--- config.mk ---
export PLATFORM = sky130hd
export DESIGN_NAME = clk_meter
export DESIGN_NICKNAME = d
export VERILOG_FILES = /design/src/rtl/clk_meter.sv
export SDC_FILE = /design/constraint.sdc
export NUM_CORES = 1
export LEC_CHECK = 0
export CELL_PAD_IN_SITES_DETAIL_PLACEMENT = 1
export CELL_PAD_IN_SITES_GLOBAL_PLACEMENT = 1
export CORE_ASPECT_RATIO = 0.75
export CORE_UTILIZATION = 39
export DETAILED_ROUTE_END_ITERATION = 6
export GPL_ROUTABILITY_DRIVEN = 1
export PLACE_DENSITY = 0.77
export SLEW_MARGIN = 5
export SYNTH_ARGS = -nofsm -noshare
export SYNTH_HDL_FRONTEND = slang
export SYNTH_SLANG_ARGS = --single-unit
--- constraint.sdc ---
create_clock -name clk -period 2.91 [get_ports clk]
set_input_delay 0.291 -clock clk [delete_from_list [all_inputs] [get_ports clk]]
set_output_delay 0.291 -clock clk [all_outputs]
set_load 0.02 [all_outputs]
--- src/rtl/clk_meter.sv ---
// Measures the period and high time of a slow asynchronous clock (clk_in)
// in clk cycles, one measurement per accepted start, with a timeout abort.
module clk_meter #(
    parameter int          SYNC_STAGES = 2,
    parameter int          CNT_W       = 32,
    parameter logic [31:0] TIMEOUT     = 32'd10_000_000
) (
    input  logic             clk,
    input  logic             rst_n,
    input  logic             clk_in,
    input  logic             start,
    output logic             busy,
    output logic             valid,
    output logic [CNT_W-1:0] period,
    output logic [CNT_W-1:0] high_time,
    output logic             timeout,
    output logic             clk_in_rise
);

    typedef enum logic [1:0] {
        IDLE      = 2'd0,
        ARM       = 2'd1,
        MEAS_HIGH = 2'd2,
        MEAS_LOW  = 2'd3
    } state_t;

    localparam logic [CNT_W-1:0] CNT_MAX   = '1;
    localparam logic [CNT_W-1:0] CNT_ONE   = {{(CNT_W-1){1'b0}}, 1'b1};
    localparam logic [CNT_W-1:0] TIMEOUT_C = CNT_W'(TIMEOUT);

    logic [SYNC_STAGES-1:0] sync_q, sync_d;
    logic                   hist_q, hist_d;
    logic                   rise, fall;
    logic                   clk_in_rise_q, clk_in_rise_d;

    state_t                 state_q, state_d;
    logic [CNT_W-1:0]       cnt_q, cnt_d;
    logic [CNT_W-1:0]       hi_cap_q, hi_cap_d;
    logic [CNT_W-1:0]       period_q, period_d;
    logic [CNT_W-1:0]       high_time_q, high_time_d;
    logic                   valid_q, valid_d;
    logic                   timeout_q, timeout_d;
    logic [CNT_W-1:0]       cnt_inc;
    logic                   time_up;

    // Shift chain: stage 0 samples the raw asynchronous input.
    assign sync_d[0] = clk_in;
    generate
        for (genvar gi = 1; gi < SYNC_STAGES; gi++) begin : g_sync
            assign sync_d[gi] = sync_q[gi-1];
        end
    endgenerate

    assign hist_d        = sync_q[SYNC_STAGES-1];
    assign rise          = sync_q[SYNC_STAGES-1] & ~hist_q;
    assign fall          = ~sync_q[SYNC_STAGES-1] & hist_q;
    assign clk_in_rise_d = rise;

    assign cnt_inc = (cnt_q == CNT_MAX) ? cnt_q : cnt_q + CNT_ONE;
    // Abort on the edge where the counter would reach TIMEOUT.
    assign time_up = (cnt_inc >= TIMEOUT_C);

    always_comb begin
        state_d     = state_q;
        cnt_d       = cnt_q;
        hi_cap_d    = hi_cap_q;
        period_d    = period_q;
        high_time_d = high_time_q;
        valid_d     = 1'b0;
        timeout_d   = timeout_q;
        case (state_q)
            IDLE: begin
                if (start) begin
                    state_d   = ARM;
                    cnt_d     = '0;
                    timeout_d = 1'b0;
                end
            end
            ARM: begin
                cnt_d = cnt_inc;
                if (rise) begin
                    state_d = MEAS_HIGH;
                    cnt_d   = CNT_ONE;
                end else if (time_up) begin
                    state_d   = IDLE;
                    timeout_d = 1'b1;
                end
            end
            MEAS_HIGH: begin
                cnt_d = cnt_inc;
                if (fall) begin
                    hi_cap_d = cnt_q;
                    state_d  = MEAS_LOW;
                end else if (time_up) begin
                    state_d   = IDLE;
                    timeout_d = 1'b1;
                end
            end
            MEAS_LOW: begin
                cnt_d = cnt_inc;
                if (rise) begin
                    period_d    = cnt_q;
                    high_time_d = hi_cap_q;
                    valid_d     = 1'b1;
                    state_d     = IDLE;
                end else if (time_up) begin
                    state_d   = IDLE;
                    timeout_d = 1'b1;
                end
            end
            default: state_d = IDLE;
        endcase
    end

    always_ff @(posedge clk or negedge rst_n) begin
        if (!rst_n) begin
            sync_q        <= '0;
            hist_q        <= 1'b0;
            clk_in_rise_q <= 1'b0;
            state_q       <= IDLE;
            cnt_q         <= '0;
            hi_cap_q      <= '0;
            period_q      <= '0;
            high_time_q   <= '0;
            valid_q       <= 1'b0;
            timeout_q     <= 1'b0;
        end else begin
            sync_q        <= sync_d;
            hist_q        <= hist_d;
            clk_in_rise_q <= clk_in_rise_d;
            state_q       <= state_d;
            cnt_q         <= cnt_d;
            hi_cap_q      <= hi_cap_d;
            period_q      <= period_d;
            high_time_q   <= high_time_d;
            valid_q       <= valid_d;
            timeout_q     <= timeout_d;
        end
    end

    assign busy        = (state_q != IDLE);
    assign valid       = valid_q;
    assign period      = period_q;
    assign high_time   = high_time_q;
    assign timeout     = timeout_q;
    assign clk_in_rise = clk_in_rise_q;

endmodule

-- Yosys cells after proc, flatten, opt, wreduce, memory -nomap -nowiden
Index checks and enable logic that the tools add are counted.
W data, S select, Z words.
- add/sub/neg operators: 1
- $mul: 0
- div/mod/pow operators: 0
- order comparisons: 1
- equality and inequality tests: 7
- shift operators: 0
- muxes and demuxes: 17
- bitwise logic cells: 4
- reduce and logical (&&, ||, !) cells: 7
- operators by type and width (cell ; number):
    $mux W32 ; 3
    $pmux W32 S3 ; 1
    $add A32 B1 Y32 const B ; 1
    $eq A32 B32 Y1 const B ; 1
    $ge A32 B24 Y1 const B ; 1
    $mux W2 ; 5
    $pmux W2 S4 ; 1
    $mux W1 ; 6
    $ne A2 B2 Y1 const B ; 3
    $eq A2 B2 Y1 const B ; 2
    $reduce_and A2 Y1 ; 2
    $reduce_or A2 Y1 ; 2
    $pmux W1 S3 ; 1
    $reduce_and A3 Y1 ; 1
    $and A1 B1 Y1 ; 2
    $eq A2 B1 Y1 const B ; 1
    $logic_not A2 Y1 ; 1
    $not A1 Y1 ; 2
    $reduce_bool A2 Y1 ; 1
- register bits after elaboration: 136
- latch bits: 0
- bits in writable memories: 0
- ROM bits: 0
- input port bits: 4
- word-level logic and storage cells: 47
- memories kept: 0

-- Depth between registers and ports, before layout
Gate-level depths: netlist of the first run.
- word-level depth: 6
- depth in mapped cells: 11
- mapped depth without buffers: 9

-- Worst setup path after synthesis of the first run
OpenSTA, ideal clock, no wires.
- kind: register -> register
- start: register cnt_q[0]
- end: register state_q[0]
- data arrival time: 2.698 ns
- data required time: 2.790 ns
- slack: 0.092 ns
- stages on the path, launching flop included: 12
- buffers on the path: 2
- period minus slack after synthesis: 2.818 ns
- path through: dfrtp_1 > ha_1 > buf_2 > nand4_2 > or4_1 > buf_2 > nor3_1 > a2111oi_0 > or4_1 > nand4_2 > a21oi_2 > a31o_1
- cells in the longest elaborated chain, start to end: 6
- ends and longest elaborated chain (item ; line ; source):
    start: declaration ; 37 ; logic [CNT_W-1:0] cnt_q, cnt_d;
    start signal: assignment ; 132 ; cnt_q <= cnt_d;
    $add A32 B1 Y32 / $eq A32 B32 Y1 (equally long branches) ; 59 ; assign cnt_inc = (cnt_q == CNT_MAX) ? cnt_q : cnt_q + CNT_ONE;
    $mux W32 * ; 59 ;
    $ge A32 B24 Y1 * ; 61 ; assign time_up = (cnt_inc >= TIMEOUT_C);
    $mux W2 * ; - ;
    $mux W2 (on tied branches) ; - ;
    $pmux W2 S4 * ; - ;
    end signal: assignment ; 131 ; state_q <= state_d;
    end: declaration ; 36 ; state_t state_q, state_d;
Mark *: on every way between the ends. The rest lies on a longest branch, timed or not.
A chain may end at the register's enable or synchronous reset.

-- Worst setup path in the final report of the first run
- start: register cnt_q[10]
- end: register state_q[0]
Same word-level chain as after synthesis.

==> metrics.yaml, run 1 <==
timing:
  max_freq_mhz: 362
  skew_ps: 8.02
  min_period_ps: 2770
  min_period_over_period: 0.950
  fin_setup_tns_ps: 0
  slew_headroom: 0.527
  worstMarginPinSlew_ps: 709
  slew_viol_final: 0
  finalSetupViolations: 0
  grt_setup_unrepaired: "true"
  hold_violations: 0
cts:
  clock_latency_ps: 420
  cts.path.max_buffers: 2
  cts_buffers: 17
  cts_tree: "built"
  clock-root-buffer: "clkbuf_16"
  cts_sinks: 136
  htree_num_levels: 4
  path_clk_slew_ps: 60
logic_synthesis:
  synthSimpleGateAreaFrac: 0.239
  syn_inst: 692
  ys_warn_count: 0
  synthArstFlopShare: 1.00
  yosysSeqAreaShare: 0.529
  synthXorXnorAreaFrac: 0.0109
  muxShareOfSynthArea: 0.0622
  syn_area_um2: 6430
  synth_top_area_frac: 0.529
  synth-edff-count: 0
  yosys-top-cells-area: "dfrtp_1, nand2_1, mux2_2"
  synth_top_family_by_area: "simple AND/OR/NAND/NOR gates"
  ys_ff_latch: 136
  synth_compound_area_frac: 0.117
  synth_top_area_cell: "dfrtp_1"
  yosys.cell_count.top_type: "nand2_1"
  syn-num-nets: 697
  ys_top_cells_by_count: "nand2_1, dfrtp_1, o21ai_0, clkbuf_1, mux2_2"
  synth_fa_ha_area_frac: 0.00194
  post_synth.cell_area_avg_um2: 9.30
  synth_cell_types: 66
  synth_ff_type: "dfrtp_1"
setup_path:
  crit_path_start_kind: "register"
  cp_slowest_stage_delay_ps: 570
  path_class: "reg -> reg"
  required_ps: 3270
  critPathTopFamily: "simple AND/OR/NAND/NOR gates"
  crit_path_end_kind: "register"
  cp_cell_sequence: "nand4_4 > or4_4 > buf_4 > a211oi_2 > and3_1 > mux2i_2 > nand4_1 > a21oi_2 > a31o_1"
  crit_slowest_cell: "or4_4"
  critPathMaxFanout: 5
  path_buf_inv: 1
  arrival_ps: 3120
floorplan:
  dieArea_um2: 17000
  coreArea_um2: 16100
  io_pins: 72
  die_width_um: 150
  initial_core_util: 0.401
  row_count: 40
  die_h_um: 113
cells_and_area:
  fin_area_um2: 8270
  syn_to_final_growth_pct: 28.6
  antennaDiodeCount: 0
  fin_cells: 1002
  fin_nets: 784
  drive_above_1_share: 0.184
  nFillCells: 1803
power_and_ir_drop:
  clkPwrFrac: 0.407
  fin_total_pwr_mw: 5.49
  p_sw_mw: 1.66
  internal_power_mw: 3.83
  pwr-share-comb: 0.198
  seqPwrFrac: 0.396
  power_density_nw_per_um2: 663
  p_sw_frac: 0.302
  ir_drop_v: 0.000361
  p_leak_nw: 3.84
placed_design:
  placed_cell_area_um2: 7590
  dp.cells: 967
  gp_congestion: 0.875
  dpl.hpwl_mm: 12.3
  numPortBuffers: 71
min_path:
  holdCritPathClass: "in -> reg"
global_route:
  grt_max_degree: 72
  antenna_found_initial: 0
  overflow: 0
  grt.total_usage: 0.231
  grt_pass1_wl_mm: 30.1
  grt_pass1_vias: 5659
routing:
  ant_nets: 0
  wl_mm: 18.1
  route.vias.total: 5443
  drt-initial-drc-count: 275
  post-route-drc-count: 0
  avgViaCountPerCell: 5.43
  wire_per_inst_um: 18.1
  drt_pass1_iterations: 5
run_status:
  status: "complete, no violations"
job:
  cap_violations: 0
==> final timing paths <==
check,startpoint,endpoint,slack (ps),cells past startpoint
setup / recovery,cnt_q[10],state_q[0],140,9
hold / removal,clk_in,sync_q[0],310,1
setup reg to reg,cnt_q[10],state_q[0],140,9
hold reg to reg,sync_q[0],sync_q[1],350,0
max in group asynchronous,rst_n,period[7],1720,3
min in group asynchronous,rst_n,high_time[9],440,2
==> sequential cells by signal (all words and copies together) (netlist names) <==
signal and cells:
high_time 32, clk_in_rise 1, valid 1, hi_cap_q 32
period 32, state_q 2, sync_q 2, hist_q 1
timeout 1, cnt_q 32
==> cells in the final DEF (no fill, tap or decap), types with 4 or more instances in the layout <==
cell type,count
nand2_1,228
dfrtp_1,133
clkdlybuf4s50_1,70
o21ai_0,47
buf_4,46
mux2_2,32
nor2_1,24
nand3_1,17
clkbuf_16,17
a21oi_1,13
o31ai_1,12
nand4_1,11
and3_1,8
nor3_1,8
a31oi_1,8
inv_1,6
clkinv_2,5
xnor2_1,4
xor2_1,4
clkinv_4,4
buf_12,4
==> layer usage <==
layer  up-vias  share of wire  GRT usage  routed length [um]
li1       2541              -          -                   -
met1      2763           0.47      0.313                8580
met2       123           0.48      0.369                8710
met3        16          0.037     0.0492                 669
met4         0         0.0099     0.0747                 180
met5         -              0          0                   0
==> worst register-to-register path: stages, from the launching register on <==
cell	delay [ps]
dfrtp_1	400
nand4_4	170
or4_4	570
buf_4	180
a211oi_2	270
and3_1	290
mux2i_2	260
nand4_1	200
a21oi_2	200
a31o_1	170
==> area by class of cell <==
| class | count | area, um2 | share of cell area |
|---|---|---|---|
| Tap cell | 210 | 263 | 0.0318 |
| Timing Repair Buffer | 122 | 1150 | 0.139 |
| Clock buffer | 20 | 457 | 0.0552 |
| Inverter | 7 | 26.3 | 0.00318 |
| Multi-Input combinational cell | 495 | 2820 | 0.341 |
| Sequential cell | 136 | 3410 | 0.412 |
| Clock inverter | 12 | 150 | 0.0181 |
==> cell families after synthesis <==
group,Yosys count
AO/OA/AOI/OAI,116
XOR/XNOR,8
adder cells (fa/ha/maj),1
buffers and inverters,61
flip-flops,136
multiplexers,36
AND/OR/NAND/NOR,334
==> power groups by stage <==
stage                     Clock [mW]  Combinational (mW)  Sequential, mW
after detailed placement           0                1.07            2.20
after global placement             0                1.05            2.19
after CTS                       2.28                1.08            2.17
after global routing            2.35                1.18            2.20
after floorplan                    0               0.578            2.22
final                           2.23                1.09            2.17
==> stage by stage <==
stage          hold slack (ps)   util  worst slack, ps
4_1_cts                    293  0.511             37.6
6_report                   306  0.515              145
2_1_floorplan            -4.59      -             92.4
3_3_place_gp               332  0.472              129
5_1_grt                    300  0.515            -15.6
3_5_place_dp               342  0.472            -3.72
==> repair_timing <==
action	CTS	global route
endpoints found under the hold margin	69	0
hold buffers	1	0
buffers inserted	0	2
pin swaps	0	2
resized for setup	2	10
endpoints found under the setup margin	3	3
Power figures use the tool's default switching activity.
==> run 2, diff against run 1 <==
--- a/config.mk
+++ b/config.mk
@@ -16,3 +16,4 @@
 export SYNTH_ARGS = -nofsm -noshare
 export SYNTH_HDL_FRONTEND = slang
 export SYNTH_SLANG_ARGS = --single-unit
+export TNS_END_PERCENT = 5
==> run 2 against run 1 <==
  * Worst setup slack worse by 11 ps
  * Clock power about the same
  * Clock skew down 0.86 ps
  * Non-clock buffer count down 2
  * Power down 0.19%
==> metrics.yaml, run 2 (synthesized netlist as in run 1, its figures left out) <==
run_status:
  status: "complete, no violations"
floorplan:
  row_count: 40
  die_h_um: 113
  initial_core_util: 0.401
  die_width_um: 150
  coreArea_um2: 16100
  io_pins: 72
  dieArea_um2: 17000
timing:
  min_period_ps: 2780
  min_period_over_period: 0.954
  skew_ps: 7.16
  finalSetupViolations: 0
  slew_headroom: 0.526
  grt_setup_unrepaired: "true"
  hold_violations: 0
  worstMarginPinSlew_ps: 711
  slew_viol_final: 0
  max_freq_mhz: 360
cts:
  cts_buffers: 17
  clock_latency_ps: 420
  cts_sinks: 136
  path_clk_slew_ps: 60
  cts.path.max_buffers: 2
  htree_num_levels: 4
  cts_tree: "built"
  clock-root-buffer: "clkbuf_16"
routing:
  route.vias.total: 5390
  drt-initial-drc-count: 303
  ant_nets: 0
  wl_mm: 18.2
  avgViaCountPerCell: 5.39
  wire_per_inst_um: 18.2
  drt_pass1_iterations: 5
  post-route-drc-count: 0
global_route:
  grt_pass1_vias: 5659
  antenna_found_initial: 0
  grt_pass1_wl_mm: 30.1
  overflow: 0
  grt.total_usage: 0.231
  grt_max_degree: 72
setup_path:
  required_ps: 3270
  path_class: "reg -> reg"
  rr_startpoint: "cnt_q[10]"
  crit_path_end_kind: "register"
  arrival_ps: 3130
  crit_path_start_kind: "register"
  reg2reg_to: "state_q[0]"
  reg2reg_setup_slack_ps: 130
  r2r_cells: 9
  critPathMaxFanout: 5
power_and_ir_drop:
  power_density_nw_per_um2: 664
  ir_drop_v: 0.000361
  p_leak_nw: 3.83
cells_and_area:
  mostFrequentLayoutCells: "nand2_1, dfrtp_1, clkdlybuf4s50_1"
  seq_area_um2: 3410
  fin_area_um2: 8250
  drive_above_1_share: 0.184
  multi_input_area_um2: 2830
  final_common_cell: "nand2_1"
  nFillCells: 1808
  antennaDiodeCount: 0
  fin_nets: 782
  utilization: 0.514
  syn_to_final_growth_pct: 28.3
placed_design:
  dpl.hpwl_mm: 12.3
  numPortBuffers: 71
  placed_cell_area_um2: 7590
  gp_congestion: 0.875
min_path:
  hp-start: "clk_in"
  holdCritPathClass: "in -> reg"
  min_to: "sync_q[0]"
  min_path_cells: 1
job:
  cap_violations: 0
==> run 2: where the power goes <==
part	internal [mW]	switching, mW
Combinational	0.404	0.667
Sequential	2.03	0.144
Clock	1.39	0.843
Total	3.82	1.65
==> run 2: metal layers <==
| layer | vias to the layer above | wire length, um | global-route usage |
|---|---|---|---|
| met5 | - | 0 | 0 |
| met4 | 0 | 167 | 0.0747 |
| met3 | 14 | 613 | 0.0492 |
| met2 | 102 | 8750 | 0.369 |
| met1 | 2739 | 8650 | 0.313 |
| li1 | 2535 | - | - |
==> run 2: worst max-delay path by stage <==
stage | cells past startpoint | end | startpoint | slack [ps]
after floorplan | 11 | state_q[0] | cnt_q[0] | 90
after global placement | 9 | timeout | cnt_q[0] | 130
after detailed placement | 10 | timeout | cnt_q[0] | -4
after CTS | 10 | timeout | cnt_q[0] | 40
after global routing | 9 | timeout | cnt_q[10] | -20
final | 9 | state_q[0] | cnt_q[10] | 130
==> run 2: layout make-up <==
type,count,area share
Timing Repair Buffer,120,0.136
Multi-Input combinational cell,495,0.343
Clock inverter,12,0.0182
Tap cell,210,0.0318
Sequential cell,136,0.413
Inverter,7,0.00318
Clock buffer,20,0.0553
==> run 2: through the flow <==
stage | setup TNS [ps] | power, mW | hold WS (ps) | setup slack (ps) | instances
after floorplan | 0 | 2.80 | -4.59 | 92.4 | 692
after global placement | 0 | 3.24 | 332 | 129 | 967
after detailed placement | -3.72 | 3.28 | 342 | -3.72 | 967
after CTS | 0 | 5.53 | 293 | 37.6 | 1000
after global routing | -20.9 | 5.72 | 300 | -15.6 | 1000
final | 0 | 5.48 | 307 | 134 | 1000
==> run 2: worst max-delay path, stage by stage (launching register included) <==
cell and delay [ps]:
dfrtp_1 400, nand4_4 170, or4_4 570, buf_4 180, nor4_4 300, mux2i_1 130
a2111oi_2 370, nand4_1 220, a21oi_2 210, a31o_1 170
==> run 2: repair_timing <==
item,CTS,global route
hold endpoints to repair,69,0
resized for setup,2,12
setup buffers,0,0
pin swaps,0,3
setup endpoints to repair,3,3
hold buffers,1,0
==> edit 1 (flow settings as in run 1) <==
Make the reset (`rst_n`) synchronous in one clocked block. Comments in the files are not updated.
--- a/src/rtl/clk_meter.sv
+++ b/src/rtl/clk_meter.sv
@@ -112,7 +112,7 @@
         endcase
     end
 
-    always_ff @(posedge clk or negedge rst_n) begin
+    always_ff @(posedge clk) begin
         if (!rst_n) begin
             sync_q        <= '0;
             hist_q        <= 1'b0;
Function: differs if rst_n is asserted again (counterexample within 4 cycles, from zero or initial values and one cycle with rst_n low); with rst_n held inactive, the same outputs for 10 cycles.
==> edit 1 against run 1 <==
The run now ends with setup timing left; worst hold slack gained 0.13 ns; area after synthesis shrank 7.3%; clock skew grew 0.0023 ns; final area shrank 4.5%; setup slack lost 0.23 ns; sequential cell count is the same; wire length grew 6.9%; fmax shrank 7.6%; highest routed layer unchanged.
Power is not compared: it rests on default switching activity, and its combinational part moved more than twofold at a synthesized area within 25%.
==> edit 1: results (changes against run 1) <==
post-synthesis mux area share=0.00525 (-0.0570); CTS resizes=4 (+2); met3 WL=945 µm (+41%); failing checks=setup timing; most frequent cells after synthesis=226 x nand2_1, 136 x dfxtp_1, 126 x a21oi_1; dpl hpwl=13400 µm (+9.1%); Final nets=884 (+13%); ratio of cells with drive above 1 in the final layout=0.156 (-0.0285); Vias/cell=5.48 (+0.90%); total of fill cells in the finished design=1785 (-1.0%); first-pass GRT wire length=31300 µm (+3.9%); global-route usage over all layers=0.261 (+0.0298); metal2 WL=9250 µm (+6.2%); Primary FF master, synth=dfxtp_1; largest cells by area after synthesis=dfxtp_1 46%, nand2_1 14%, a21oi_1 11%; via count=5985 (+10%); Synth Area in XOR/XNOR=0.00881 (-0.00207); r2r endpoint=state_q[1]$_SDFFE_PN0P_; sequential fraction of the synthesis area=0.457 (-0.0722); Placed Instances=1059 (+9.5%); setup TNS=-0.192 ns (-0.192 ns); Least-Margin Pin Slew=0.990 ns (+0.281 ns); Critical Path Fanout Max=3 (-2); Syn Inst Count=786 (+14%); Met1 Wirelength=8860 µm (+3.3%); final hold slack=0.438 ns (+0.132 ns); final setup fails=3 (+3); Placer Congestion=0.914 (+4.5%); postcts setup bufs=1 (+1); met2 Resource Use GR=0.436 (+0.0672); FF-to-FF Start=cnt_q[11]$_SDFFE_PN0P_; DRT iter0 DRCs=439 (+60%); pre-CTS setup slack=-0.122 ns (-0.118 ns); Final WS setup=-0.0837 ns (-0.229 ns); GR Util met1=0.331 (+0.0182); placed cell area=0.00723 mm² (-4.7%); drt first pass iters=4 (-1); status=finished, violations left; Clock Skews=0.0103 ns (+0.00231 ns); HP Start=sync_q[0]$_SDFF_PN0_; critical path's largest stage delay=0.59 ns (+0.02 ns); Async S/R FF share, synth=0 (-1.00); WL/cell=17.8 µm (-1.9%); CP arrival=3.36 ns (+0.24 ns); vias in the first global route=6127 (+8.3%); Clock Latency Late Sink=0.44 ns (+0.02 ns); Netlist cell types=59 (-11%); Synth Area in Compound Gates=0.205 (+0.0884); Hold EP=sync_q[1]$_SDFF_PN0_
## edit 1: critical path, delay by kind of cell (launching register included)
kind	cells	cell delay, ns
simple gates	5	1.93
compound gates	3	0.49
flops	1	0.34
xor+xnor	1	0.16
## edit 1: cell type report
| class | count | area, µm² | share of cell area |
|---|---|---|---|
| Clock buffer | 22 | 494 | 0.0626 |
| Clock inverter | 10 | 115 | 0.0146 |
| Inverter | 4 | 16.3 | 0.00206 |
| Multi-Input combinational cell | 570 | 2970 | 0.376 |
| Sequential cell | 136 | 2730 | 0.345 |
| Tap cell | 200 | 250 | 0.0317 |
| Timing Repair Buffer | 150 | 1330 | 0.168 |
## edit 1: power groups by stage
stage / combinational, mW / clock, mW / sequential (mW)
6_report: 0.158 / 2.21 / 1.87
5_1_grt: 0.172 / 2.32 / 1.87
4_1_cts: 0.157 / 2.25 / 1.87
3_5_place_dp: 0.155 / 0 / 1.92
3_3_place_gp: 0.150 / 0 / 1.91
2_1_floorplan: 0.100 / 0 / 1.91
==> edit 2 (config.mk and constraints of run 1) <==
Without the edit above. Change the parameter `CNT_W` from 32 to 28.
--- a/src/rtl/clk_meter.sv
+++ b/src/rtl/clk_meter.sv
@@ -2,7 +2,7 @@
 // in clk cycles, one measurement per accepted start, with a timeout abort.
 module clk_meter #(
     parameter int          SYNC_STAGES = 2,
-    parameter int          CNT_W       = 32,
+    parameter int          CNT_W       = 28,
     parameter logic [31:0] TIMEOUT     = 32'd10_000_000
 ) (
     input  logic             clk,
Interface: changed (resized high_time and period); port bits go from 72 to 64. The function was not compared with the original's and may differ.
==> edit 2 against run 1 <==
Combinational power increased by 20%; first-iteration DRC count increased by 12%; final area decreased by 12%; area after synthesis decreased by 14%; sequential cell count decreased by 16; wire length decreased by 17%; setup slack got worse by 0.14 ns; power decreased by 1.4%.
==> edit 2: results (changes against run 1) <==
CP max-delay cell=or4_4; r2r endpoint=timeout$_DFFE_PN0P_; WL/cell=19.4 µm (+7.1%); sequential fraction of the synthesis area=0.545 (+0.0158); first-pass GRT wire length=24800 µm (-18%); met2 Resource Use GR=0.346 (-0.0236); critical path's largest stage delay=0.53 ns (-0.04 ns); P_leak=3.30 nW (-14%); met3 WL=793 µm (+19%); status=finished, final reports clean; Finished Layout Cells=773 (-23%); Layout area overhead=32.7%; FF-to-FF Start=cnt_q[9]$_DFFE_PN0P_; drt first pass iters=4 (-1); dpl hpwl=10000 µm (-19%); final hold slack=0.336 ns (+0.0296 ns); Port Buf Inserts=63 (-11%); largest net degree at the start of global routing=67 (-6.9%); Met1 Wirelength=6860 µm (-20%); postcts setup bufs=5 (+5); Worst Setup SP=cnt_q[9]$_DFFE_PN0P_; GR Util met1=0.298 (-0.0149); metal2 WL=7100 µm (-18%); vias in the first global route=4666 (-18%); Synth Net Count=480 (-31%); Critical Path Fanout Max=3 (-2); most frequent cells after synthesis=120 x dfrtp_1, 84 x mux2_2, 41 x o21ai_0; pre-CTS setup slack=0.0112 ns (+0.0149 ns); largest cells by area after synthesis=dfrtp_1 54%, mux2_2 17%, o21ai_0 3.7%; global-route usage over all layers=0.220 (-0.0110); HP Start=clk_in; total of fill cells in the finished design=1416 (-21%); Sw Pwr=1.64 mW (-1.1%); placed cell area=0.00663 mm² (-13%); ratio of cells with drive above 1 in the final layout=0.334 (+0.150); combinational fraction of design power=0.242 (+0.044); Clock Skews=0.00927 ns (+0.00125 ns); clock network power=2.02 mW (-9.4%); Placer Congestion=0.880 (+0.55%); CP arrival=3.25 ns (+0.13 ns); Comb group=1.31 mW (+20%); DRT iter0 DRCs=309 (+12%)
## edit 2: cell count changes after synthesis, moves of 6 or more
| cell | run 1 | this run |
|---|---|---|
| o31ai_1 | 12 | 4 |
| nor2_1 | 25 | 19 |
| nand2_1 | 228 | 39 |
| nand3_1 | 18 | 12 |
| o21ai_0 | 47 | 41 |
| clkbuf_1 | 41 | 16 |
| buf_1 | 0 | 6 |
| a21oi_1 | 14 | 20 |
| dfrtp_1 | 136 | 120 |
| mux2_2 | 32 | 84 |
## edit 2: cell type report
type                       instances  area share
timing repair buffer             127       0.154
clock inverter                     9      0.0137
clock buffer                      22      0.0635
multi-input combinational        314       0.325
inverter                           6     0.00308
sequential                       120       0.411
tap                              175      0.0299
## edit 2: logic make-up (layout without fill, tap and decap cells)
kind of cell    count (synthesis)  after routing  synth area share
fa+ha+maj                       1              1           0.00227
simple gates                  118            118             0.116
buf+inv                        41            164            0.0329
xor+xnor                       11             11            0.0175
flops                         120            120             0.545
compound gates                 97             97             0.109
mux                            87             87             0.177
